$ cat src/rtl/wb_pkg.sv
// wb_pkg -- shared types, load-type codes and load extension for the writeback stage.
// Revision 1.0
`default_nettype none

package wb_pkg;

    localparam logic [2:0] LB  = 3'b000;
    localparam logic [2:0] LH  = 3'b001;
    localparam logic [2:0] LW  = 3'b010;
    localparam logic [2:0] LBU = 3'b100;
    localparam logic [2:0] LHU = 3'b101;

    typedef struct packed {
        logic [4:0]  rd;
        logic [31:0] data;
    } wb_entry_t;

    // Byte/half lane select by address offset, then sign or zero extension.
    function automatic logic [31:0] load_extend(input logic [31:0] raw,
                                                input logic [2:0]  funct3,
                                                input logic [1:0]  addr_lo);
        logic [7:0]  b;
        logic [15:0] h;
        case (addr_lo)
            2'd0:    b = raw[7:0];
            2'd1:    b = raw[15:8];
            2'd2:    b = raw[23:16];
            default: b = raw[31:24];
        endcase
        h = addr_lo[1] ? raw[31:16] : raw[15:0];
        case (funct3)
            LB:      load_extend = {{24{b[7]}}, b};
            LBU:     load_extend = {24'h0, b};
            LH:      load_extend = {{16{h[15]}}, h};
            LHU:     load_extend = {16'h0, h};
            default: load_extend = raw;
        endcase
    endfunction

endpackage

`default_nettype wire

$ cat src/rtl/wb_fifo.sv
// wb_fifo -- synchronous FIFO of writeback entries with full/empty flags.
// Revision 1.0
`default_nettype none

module wb_fifo
    import wb_pkg::*;
#(
    parameter int DEPTH = 4
) (
    input  logic      i_clk,
    input  logic      i_reset,
    input  logic      push,
    input  wb_entry_t wr_entry,
    input  logic      pop,
    output wb_entry_t rd_entry,
    output logic      full,
    output logic      empty
);

    localparam int AW = $clog2(DEPTH);

    // Pointers carry one extra wrap bit so full and empty are distinguishable.
    logic [AW:0] wr_ptr;
    logic [AW:0] rd_ptr;
    wb_entry_t   mem [DEPTH];

    assign empty    = (wr_ptr == rd_ptr);
    assign full     = (wr_ptr[AW] != rd_ptr[AW]) && (wr_ptr[AW-1:0] == rd_ptr[AW-1:0]);
    assign rd_entry = mem[rd_ptr[AW-1:0]];

    always_ff @(posedge i_clk or posedge i_reset) begin
        if (i_reset) begin
            wr_ptr <= '0;
            rd_ptr <= '0;
        end else begin
            if (push && !full) begin
                wr_ptr <= wr_ptr + 1'b1;
            end
            if (pop && !empty) begin
                rd_ptr <= rd_ptr + 1'b1;
            end
        end
    end

    always_ff @(posedge i_clk) begin
        if (push && !full) begin
            mem[wr_ptr[AW-1:0]] <= wr_entry;
        end
    end

endmodule

`default_nettype wire

$ cat src/rtl/wb_arbiter.sv
// wb_arbiter -- merges ALU and load results into one register-file write port with
// bounded load starvation. Define WB_FWD_EN to add the rs1/rs2 write bypass. Revision 1.0
`default_nettype none

module wb_arbiter
    import wb_pkg::*;
#(
    parameter int DEPTH      = 4,
    parameter int STARVE_MAX = 8
) (
    input  logic        i_clk,
    input  logic        i_reset,
    input  logic        i_alu_valid,
    output logic        o_alu_ready,
    input  logic [4:0]  i_alu_rd,
    input  logic [31:0] i_alu_data,
    input  logic        i_mem_valid,
    output logic        o_mem_ready,
    input  logic [4:0]  i_mem_rd,
    input  logic [31:0] i_mem_raw,
    input  logic [2:0]  i_mem_funct3,
    input  logic [1:0]  i_mem_addr_lo,
    output logic        o_rd_wren,
    output logic [4:0]  o_rd_addr,
    output logic [31:0] o_rd_data,
    output logic        o_busy
`ifdef WB_FWD_EN
    ,
    input  logic [4:0]  i_fwd_rs1,
    input  logic [4:0]  i_fwd_rs2,
    output logic        o_fwd1_hit,
    output logic [31:0] o_fwd1_data,
    output logic        o_fwd2_hit,
    output logic [31:0] o_fwd2_data
`endif
);

    localparam int              SW         = $clog2(STARVE_MAX + 1);
    localparam logic [SW-1:0]   STARVE_LIM = SW'(STARVE_MAX);

    logic          fifo_full;
    logic          fifo_empty;
    logic          fifo_push;
    logic          fifo_pop;
    wb_entry_t     push_entry;
    wb_entry_t     pop_entry;
    logic [SW-1:0] starve_cnt;
    logic [SW-1:0] starve_nxt;
    logic          starve_take;
    logic          alu_take;
    logic          alu_write;

    wb_fifo #(.DEPTH(DEPTH)) u_fifo (
        .i_clk    (i_clk),
        .i_reset  (i_reset),
        .push     (fifo_push),
        .wr_entry (push_entry),
        .pop      (fifo_pop),
        .rd_entry (pop_entry),
        .full     (fifo_full),
        .empty    (fifo_empty)
    );

    assign o_mem_ready = !i_reset && !fifo_full;
    assign starve_take = !fifo_empty && (starve_cnt == STARVE_LIM);
    assign o_alu_ready = !i_reset && !starve_take;
    assign o_busy      = !fifo_empty || o_rd_wren;

    always_comb begin
        push_entry.rd   = i_mem_rd;
        push_entry.data = load_extend(i_mem_raw, i_mem_funct3, i_mem_addr_lo);
        // rd=0 loads complete the handshake but never occupy a slot.
        fifo_push       = i_mem_valid && o_mem_ready && (i_mem_rd != 5'd0);
        alu_take        = i_alu_valid && o_alu_ready;
        alu_write       = alu_take && (i_alu_rd != 5'd0);
        fifo_pop        = !fifo_empty && !alu_take;
        starve_nxt      = starve_cnt;
        if (fifo_empty || fifo_pop) begin
            starve_nxt = '0;
        end else if (alu_write && (starve_cnt != STARVE_LIM)) begin
            starve_nxt = starve_cnt + 1'b1;
        end
    end

    always_ff @(posedge i_clk or posedge i_reset) begin
        if (i_reset) begin
            starve_cnt <= '0;
            o_rd_wren  <= 1'b0;
            o_rd_addr  <= 5'd0;
            o_rd_data  <= 32'd0;
        end else begin
            starve_cnt <= starve_nxt;
            if (alu_write) begin
                o_rd_wren <= 1'b1;
                o_rd_addr <= i_alu_rd;
                o_rd_data <= i_alu_data;
            end else if (fifo_pop) begin
                o_rd_wren <= 1'b1;
                o_rd_addr <= pop_entry.rd;
                o_rd_data <= pop_entry.data;
            end else begin
                o_rd_wren <= 1'b0;
            end
        end
    end

`ifdef WB_FWD_EN
    // Covers the register file's write delay for readers in the same cycle.
    assign o_fwd1_hit  = o_rd_wren && (o_rd_addr == i_fwd_rs1) && (i_fwd_rs1 != 5'd0);
    assign o_fwd2_hit  = o_rd_wren && (o_rd_addr == i_fwd_rs2) && (i_fwd_rs2 != 5'd0);
    assign o_fwd1_data = o_rd_data;
    assign o_fwd2_data = o_rd_data;
`endif

endmodule

`default_nettype wire

$ cat config.mk
export PLATFORM = sky130hd
export DESIGN_NAME = wb_arbiter
export DESIGN_NICKNAME = d
export VERILOG_FILES = /design/src/rtl/wb_pkg.sv /design/src/rtl/wb_fifo.sv /design/src/rtl/wb_arbiter.sv
export SDC_FILE = /design/constraint.sdc
export NUM_CORES = 1
export LEC_CHECK = 0
export BUFFER_PORTS_ARGS = -buffer_cell sky130_fd_sc_hd__buf_4
export CORE_MARGIN = 4
export CORE_UTILIZATION = 55
export DETAILED_ROUTE_END_ITERATION = 16
export PLACE_DENSITY_LB_ADDON = 0.08
export SETUP_SLACK_MARGIN = 0.05
export SKIP_LAST_GASP = 1
export SLEW_MARGIN = 20
export SYNTH_ARGS = -nofsm -noshare
export SYNTH_HDL_FRONTEND = slang
export SYNTH_SLANG_ARGS = --single-unit
$ cat constraint.sdc
create_clock -name i_clk -period 2.9 [get_ports i_clk]
set_clock_uncertainty 0.1 [all_clocks]
set_input_delay 0.725 -clock i_clk [delete_from_list [all_inputs] [get_ports i_clk]]
set_output_delay 0.725 -clock i_clk [all_outputs]
set_load 0.05 [all_outputs]
==> reports/metrics.yaml, run 1 <==
synth:
  synth_ff_type: "edfxtp_1"
  netlist_instances: 584
  postSynth.asyncResetShare_pct: 24.49
  synth_common_cells: "edfxtp_1 (148), nand2_1 (76), o21ai_0 (50)"
  avgSynthCellArea_um2: 15.04
  yosysUniqueCellTypes: 44
  syn_nets: 674
  netlist_area_um2: 8782
  synth_top_area_share_pct: 50.61
  yosysMostFrequentCell: "edfxtp_1"
  yosys-top-cells-area: "edfxtp_1 (51%), dfrtp_1 (14%), mux4_2 (12%), o32a_1 (3.6%), a2bb2oi_1 (3.4%)"
  yosysSeqAreaShare_pct: 64.28
  yosysTopAreaCell: "edfxtp_1"
  synth_edf_count: 148
  yosys_warnings: 0
  synth-seq-cells: 196
clocking:
  cts_tree: "done"
  htree_levels: 4
  cts_buffers: 17
  clk_pin_slew_ns: 0.08
  clk_latency_ns: 0.43
  clockBufferDepth: 2
  cts.sinks: 196
  cts_setup_buffers: 0
  root_buffer: "clkbuf_16"
pwr:
  p_seq_share_pct: 37.7
  ir_drop_mv: 0.5520
  combPwrFrac_pct: 40.4
  swShare_pct: 36.94
  p_per_area_nw_per_um2: 985.0
  power_mw: 10.50
  intPower_mw: 6.620
  clkPwrFrac_pct: 21.9
  p_switching_mw: 3.879
  p_leak_nw: 3.966
routing:
  vias: 5680
  drtIter0Drc: 426
  routed_wl_mm: 20.20
  routed_via_density: 6.068
  antenna_left: 0
  first_pass_iters: 5
  wire_per_inst_um: 21.58
  drc: 0
cells_and_area:
  design_area_um2: 10660
  drive_gt1_share_pct: 34.76
  final_nets: 802
  n_antenna_cell: 0
  layout-area-overhead-vs-synth_pct: 21.37
worst_setup_path:
  slowest_stage: "dfrtp_1"
  critPathRequiredTime_ns: 2.08
  critPathLaunch: "u_fifo.wr_ptr[0]$_DFFE_PP0N_"
  worstSetupPathType: "reg2out"
  r2r_cells: 7
  slowest_delay_ns: 0.46
  critPathTopFamily: "flip-flops"
  end_kind: "output pin"
  endpoint: "o_busy"
  rr_endpoint: "o_rd_data[9]$_DFFE_PP0P_"
  worst-r2r-setup-slack_ns: 0.67
  regToRegStartpoint: "starve_cnt[0]$_DFFE_PP0P_"
  path_buf_inv: 1
  start_kind: "flip-flop"
  path_depth: 4
  arrival_ns: 1.90
  crit_path_cell_trace: "xnor2_2, nand3_1, or2_2, buf_4"
  path_max_fanout: 4
global_routing:
  grt_usage_pct: 22.95
  overflow: 0
  grt_pass1_wl_mm: 31.96
  grt_pass1_vias: 5831
  antenna_found_initial: 0
  grt_max_degree: 47
floorplanning:
  num_io_pins: 124
  core_um2: 15430
  die_w_um: 134.4
  die-area_um2: 18050
  row_count: 45
  start_util_pct: 56.93
  die_h_um: 134.4
placed_design:
  hpwl_mm: 14.18
  gp_congestion: 0.8522
  dpl_cell_area_um2: 10040
  io_buffers: 123
  dpl_worst_slack_ns: 0.3492
sta:
  period_share_pct: 93.91
  hold_viol_final: 0
  slew_violations: 0
  worstMarginPinSlew_ns: 0.7759
  relSlewSlack_pct: 48.28
  rsz0062_at_grt: "no"
  fin_ws_ns: 0.1767
  setup_viol: 0
  fmax_mhz: 367.2
  fin_setup_tns_ns: 0
  final.min_clock_period_ns: 2.723
run:
  drv_cap: 0
run_status:
  status: "finished clean"
hold_path:
  hold_path_class: "in2async"
-- how the worst min path moves through the flow --
| stage | end | slack (ns) | cells after the start |
|---|---|---|---|
| global route | o_rd_wren$_DFF_PP0_ | 0.24 | 2 |
| global placement | u_fifo.rd_ptr[2]$_DFFE_PP0P_ | 0.42 | 1 |
| floorplan | u_fifo.wr_ptr[2]$_DFFE_PP0N_ | 0.40 | 1 |
| detailed placement | u_fifo.rd_ptr[2]$_DFFE_PP0P_ | 0.43 | 1 |
| CTS | o_rd_wren$_DFF_PP0_ | 0.21 | 2 |
| finish | o_rd_wren$_DFF_PP0_ | 0.23 | 2 |
-- power groups by stage --
stage	sequential [mW]	clock [mW]	combinational, mW
floorplan	4.88	0	2.10
global placement	3.96	0	4.16
detailed placement	3.99	0	4.23
CTS	3.95	2.34	4.26
global route	4.01	2.46	4.52
finish	3.96	2.30	4.24
-- per-layer routing --
| metal | up-vias | global-route usage [%] | wire (um) |
|---|---|---|---|
| met5 | - | 0 | 0 |
| met4 | 0 | 6.052 | 221 |
| met3 | 16 | 4.426 | 1393 |
| met2 | 237 | 38.02 | 10120 |
| met1 | 2843 | 31.69 | 8461 |
| li1 | 2584 | - | - |
-- registers in the layout (all words and copies together) (netlist names) --
signal,cells
u_fifo.rd_ptr,3
starve_cnt,4
o_rd_data,32
u_fifo.mem,148
u_fifo.wr_ptr,3
o_rd_wren,1
o_rd_addr,5
-- cell families (layout without fill, tap and decap cells) --
logic type	Yosys count	in the layout	synth area share (%)
xor+xnor	10	10	0.9974
buf+inv	55	196	2.949
simple gates	115	115	5.784
flops	196	196	64.28
fa+ha+maj	7	7	0.9972
compound gates	152	152	12.95
mux	49	49	12.04
-- layout make-up --
cell class | count | area (um^2)
Timing Repair Buffer | 155 | 1176
Clock buffer | 18 | 429.2
Inverter | 9 | 33.78
Sequential cell | 196 | 5647
Fill cell | 1066 | 4768
Multi-Input combinational cell | 333 | 2952
Clock inverter | 14 | 157.7
Tap cell | 211 | 264.0
-- stage by stage --
stage	util (%)	hold WS, ns	instances
floorplan	-	0.3982	584
CTS	68.97	0.2128	936
global route	69.09	0.2387	936
global placement	65.07	0.4170	904
finish	69.09	0.2259	936
detailed placement	65.07	0.4288	904
-- cell usage in the layout, fill, tap and decap left out, types with 6 or more instances in the layout --
master	instances
o32a_1	32
mux4_2	45
nand2_1	76
clkbuf_16	17
buf_4	154
inv_1	6
ha_1	7
a22oi_1	7
a2bb2oi_1	34
edfxtp_1	148
o21ai_0	50
dfrtp_1	47
nor2_1	9
-- repair_timing --
action | in CTS | in global routing
hold buffers | 0 | 0
pin swaps | 0 | 0
resized for setup | 2 | 2
setup endpoints to repair | 1 | 1
(Power assumes the default switching activity.)
==> run 2, diff against run 1 <==
Settings changed: ABC_AREA set to 0, GPL_TIMING_DRIVEN set to 0.
==> reports/metrics.yaml, run 2 (synthesized netlist as in run 1, its figures left out) <==
floorplanning:
  core_um2: 15430
  row_count: 45
  start_util_pct: 56.93
  num_io_pins: 124
  die_w_um: 134.4
  die-area_um2: 18050
  die_h_um: 134.4
routing:
  vias: 5888
  routed_wl_mm: 21.29
  drtIter0Drc: 522
  first_pass_iters: 5
  antenna_left: 0
  routed_via_density: 6.185
  wire_per_inst_um: 22.36
  drc: 0
clocking:
  root_buffer: "clkbuf_16"
  htree_levels: 4
  clk_latency_ns: 0.44
  clk_pin_slew_ns: 0.08
  cts.sinks: 196
  clockBufferDepth: 2
  cts_buffers: 17
  cts_tree: "done"
run:
  drv_cap: 0
worst_setup_path:
  start_kind: "flip-flop"
  path_max_fanout: 4
  regToRegStartpoint: "starve_cnt[0]$_DFFE_PP0P_"
  worst-r2r-setup-slack_ns: 0.32
  endpoint: "o_busy"
  critPathRequiredTime_ns: 2.08
  worstSetupPathType: "reg2out"
  critPathLaunch: "u_fifo.wr_ptr[1]$_DFFE_PP0N_"
  end_kind: "output pin"
  arrival_ns: 1.92
  rr_endpoint: "o_rd_data[4]$_DFFE_PP0P_"
  r2r_cells: 8
pwr:
  ir_drop_mv: 0.5217
  p_per_area_nw_per_um2: 999.7
  p_leak_nw: 3.962
  power_mw: 10.66
sta:
  rsz0062_at_grt: "no"
  hold_viol_final: 0
  final.min_clock_period_ns: 2.742
  fmax_mhz: 364.8
  worstMarginPinSlew_ns: 1.053
  slew_violations: 0
  relSlewSlack_pct: 29.83
  setup_viol: 0
  period_share_pct: 94.54
placed_design:
  gp_congestion: 0.8964
  io_buffers: 121
  hpwl_mm: 15.06
  dpl_cell_area_um2: 9993
cells_and_area:
  largest_reg_flops: 148
  n_antenna_cell: 0
  layout-area-overhead-vs-synth_pct: 21.37
  layout_common_cells: "edfxtp_1 (148), buf_4 (126), nand2_1 (76), o21ai_0 (50), dfrtp_1 (48)"
  drive_gt1_share_pct: 32.25
  final_common_cell: "edfxtp_1"
  final_nets: 818
  design_area_um2: 10660
global_routing:
  grt_pass1_vias: 5998
  grt_pass1_wl_mm: 33.55
  antenna_found_initial: 0
  grt_max_degree: 39
  overflow: 0
  grt_usage_pct: 24.50
run_status:
  status: "finished clean"
hold_path:
  hold_path_class: "in2async"
==> run 2: cell count changes in the layout (fill, tap and decap cells not counted), moves of 2 or more <==
cell | previous run | this run
buf_4 | 154 | 126
clkbuf_1 | 1 | 22
buf_2 | 0 | 18
buf_6 | 0 | 4
buf_1 | 0 | 2
bufinv_16 | 1 | 3
clkinvlp_4 | 3 | 1
inv_8 | 4 | 2
xnor2_1 | 4 | 6
==> run 2: power breakdown <==
part | internal (mW) | total (mW) | switching [mW]
logic | 1.72 | 4.24 | 2.52
clock network | 1.39 | 2.46 | 1.07
registers | 3.65 | 3.95 | 0.300
total | 6.76 | 10.7 | 3.89
==> run 2: how the worst min path moves through the flow <==
stage                                            start                      endpoint  slack (ns)  depth (start not counted)
after floorplan           u_fifo.wr_ptr[2]$_DFFE_PP0N_  u_fifo.wr_ptr[2]$_DFFE_PP0N_        0.40                          1
after global placement    u_fifo.wr_ptr[2]$_DFFE_PP0N_  u_fifo.wr_ptr[2]$_DFFE_PP0N_        0.41                          1
after detailed placement  u_fifo.wr_ptr[2]$_DFFE_PP0N_  u_fifo.wr_ptr[2]$_DFFE_PP0N_        0.42                          1
after CTS                                      i_reset  u_fifo.wr_ptr[0]$_DFFE_PP0N_        0.35                          2
after global routing                           i_reset     starve_cnt[2]$_DFFE_PP0P_        0.39                          2
final                                          i_reset     starve_cnt[3]$_DFFE_PP0P_        0.33                          2
==> run 2: stage by stage <==
step | util, % | worst slack, ns | hold slack (ns) | setup TNS (ns) | instances
2_1_floorplan | - | 0.3241 | 0.3982 | 0 | 584
3_3_place_gp | 64.60 | -0.01302 | 0.4132 | -0.05204 | 916
3_5_place_dp | 64.78 | 0.02614 | 0.4185 | 0 | 917
4_1_cts | 68.92 | 0.07249 | 0.3468 | 0 | 950
5_1_grt | 69.09 | 0.02851 | 0.3904 | 0 | 952
6_report | 69.09 | 0.1584 | 0.3341 | 0 | 952
==> run 2: area by class of cell <==
| class | instances | area [um^2] |
|---|---|---|
| fillers | 1094 | 4768 |
| flip-flops and latches | 196 | 5645 |
| multi-input cells | 333 | 2903 |
| well taps | 211 | 264.0 |
| inverters | 9 | 33.78 |
| clock buffers | 19 | 432.9 |
| plain buffers | 46 | 232.7 |
| clock inverters | 13 | 188.9 |
| repair buffers | 125 | 958.4 |
==> run 2: per-layer routing <==
metal / vias to the layer above / global-route usage [%] / wire length, um
li1: 2617 / - / -
met1: 3004 / 35.02 / 9265
met2: 241 / 39.25 / 10380
met3: 26 / 4.576 / 1317
met4: 0 / 6.787 / 323
met5: - / 0 / 0
==> run 2: critical path: stages (launching register included) <==
cell     delay (ns)
dfrtp_1        0.43
xnor2_1        0.38
nand3_1        0.18
or2_2          0.30
buf_4          0.19
==> run 2: timing repair <==
item,4_1_cts,5_1_grt
setup endpoints to repair,1,2
setup buffers,1,2
hold buffers,0,0
gates resized for setup,3,3
cloned,0,0
==> run 3, diff against run 2 <==
Settings changed: CORE_MARGIN 4 to 2.
==> reports/metrics.yaml, run 3 (synthesized netlist as in run 1, its figures left out) <==
placed_design:
  gp_congestion: 0.8977
  hpwl_mm: 15.56
  placed_cells: 922
  io_buffers: 121
clocking:
  cts.sinks: 196
  cts_buffers: 17
  clk_latency_ns: 0.44
  clockBufferDepth: 2
  cts_tree: "done"
  htree_levels: 4
  cts_hold_buf: 0
  clk_pin_slew_ns: 0.08
  root_buffer: "clkbuf_16"
floorplanning:
  num_io_pins: 124
  die_w_um: 130.4
  start_util_pct: 55.69
  row_count: 46
  core_um2: 15770
  die-area_um2: 16990
  die_h_um: 130.4
cells_and_area:
  layout_common_cells: "edfxtp_1 (148), buf_4 (125), nand2_1 (76), o21ai_0 (50), dfrtp_1 (48)"
  seqCellArea_um2: 5645
  final_nets: 817
  multiInputGateArea_um2: 2919
  layout-area-overhead-vs-synth_pct: 21.41
  largest_reg_flops: 148
  utilization_pct: 67.61
  n_antenna_cell: 0
  final_common_cell: "edfxtp_1"
  nFillCells: 1182
  finalNonFillerCells: 956
  drive_gt1_share_pct: 32.43
routing:
  wire_per_inst_um: 23.24
  vias: 5929
  first_pass_iters: 5
  routed_via_density: 6.202
  drc: 0
  wl_met1_mm: 9.250
  routed_wl_mm: 22.22
  wl_met2_mm: 11.20
  drtIter0Drc: 411
  antenna_left: 0
  wl_met3_mm: 1.332
  highest_layer: "met4"
worst_setup_path:
  slowest_stage: "dfrtp_1"
  path_max_fanout: 10
  crit_path_cell_trace: "inv_1, ha_1, nand3b_1, a31oi_4, buf_6, nor2_1, buf_4"
  worst-r2r-setup-slack_ns: 0.32
  critPathRequiredTime_ns: 2.08
  worstSetupPathType: "reg2out"
  arrival_ns: 1.90
  start_kind: "flip-flop"
  slowest_delay_ns: 0.40
  end_kind: "output pin"
pwr:
  combPwrFrac_pct: 40.2
  p_switching_mw: 3.958
  intPower_mw: 6.696
  p_seq_share_pct: 37.0
  p_leak_nw: 3.959
  swShare_pct: 37.15
  clkPwrFrac_pct: 22.8
  p_per_area_nw_per_um2: 999.1
  ir_drop_mv: 0.5088
sta:
  fmax_mhz: 366.6
  relSlewSlack_pct: 25.29
  setup_viol: 0
  worstMarginPinSlew_ns: 1.121
  slew_violations: 0
  hold_viol_final: 0
  rsz0062_at_grt: "no"
  period_share_pct: 94.05
  final.min_clock_period_ns: 2.727
global_routing:
  grt_usage_pct: 26.96
  grt_pass1_wl_mm: 33.22
  overflow: 0
  grt_pass1_vias: 5987
  grt_max_degree: 39
  antenna_found_initial: 0
run_status:
  status: "finished clean"
hold_path:
  hold_path_class: "in2async"
run:
  drv_cap: 0
-- run 3: changes by cell type in the layout (fill, tap and decap cells not counted), sizes merged --
cell,change
inv,+1
buf,-1
clkinv,+1
clkbuf,-1
bufinv,-1
-- run 3: repair_timing --
action / CTS / global route
endpoints found under the hold margin: 0 / 0
resized for setup: 3 / 5
pin swaps: 0 / 0
buffers inserted: 0 / 2
setup endpoints to repair: 1 / 2
gates cloned: 0 / 0
-- run 3: stage by stage --
stage	setup TNS (ns)	power (mW)	cell area (um^2)	hold slack (ns)	setup WS (ns)
global placement	-2.881	8.125	9972	0.4133	-0.1616
global route	0	11.10	10660	0.3537	0.06351
finish	0	10.65	10660	0.3098	0.1725
floorplan	0	6.977	8793	0.3982	0.3241
CTS	0	10.66	10620	0.3214	0.06992
detailed placement	-3.696	8.258	10000	0.4242	-0.1947
-- run 3: routing by layer --
layer  GRT usage (%)  up-vias
met5               0        -
li1                -     2612
met3           5.207       35
met4           8.698        0
met2           45.06      235
met1           36.27     3047
-- run 3: layout make-up --
class / count / share of cell area [%]
clock buffer: 18 / 4.025
timing repair buffer: 124 / 8.918
multi-input combinational: 333 / 27.38
inverter: 9 / 0.3168
tap: 216 / 2.535
buffer: 46 / 2.183
sequential: 196 / 52.95
clock inverter: 14 / 1.701
-- run 3: worst paths after layout --
kind	startpoint	end	depth (start not counted)
setup / recovery	starve_cnt[0]$_DFFE_PP0P_	o_alu_ready	7
hold / removal	i_reset	starve_cnt[2]$_DFFE_PP0P_	2
max in group asynchronous	i_reset	o_rd_data[14]$_DFFE_PP0P_	3
min in group i_clk	i_mem_rd[4]	u_fifo.mem[1][36]$_DFFE_PP_	1
setup reg to reg	starve_cnt[0]$_DFFE_PP0P_	o_rd_data[17]$_DFFE_PP0P_	8
hold reg to reg	u_fifo.rd_ptr[2]$_DFFE_PP0P_	u_fifo.rd_ptr[2]$_DFFE_PP0P_	1
-- run 3: worst max-delay path: cells and delay by family, from the launching register on --
| family | cells | cell delay (ns) |
|---|---|---|
| flops | 1 | 0.40 |
| buf+inv | 3 | 0.44 |
| fa+ha+maj | 1 | 0.15 |
| compound gates | 1 | 0.24 |
| simple gates | 2 | 0.23 |
-- run 3: power by group through the flow --
stage               combinational (mW)  sequential (mW)  clock (mW)
floorplan                         2.10             4.88           0
global placement                  4.17             3.96           0
detailed placement                4.27             3.99           0
CTS                               4.29             3.94        2.44
global route                      4.55             3.99        2.55
finish                            4.29             3.94        2.43
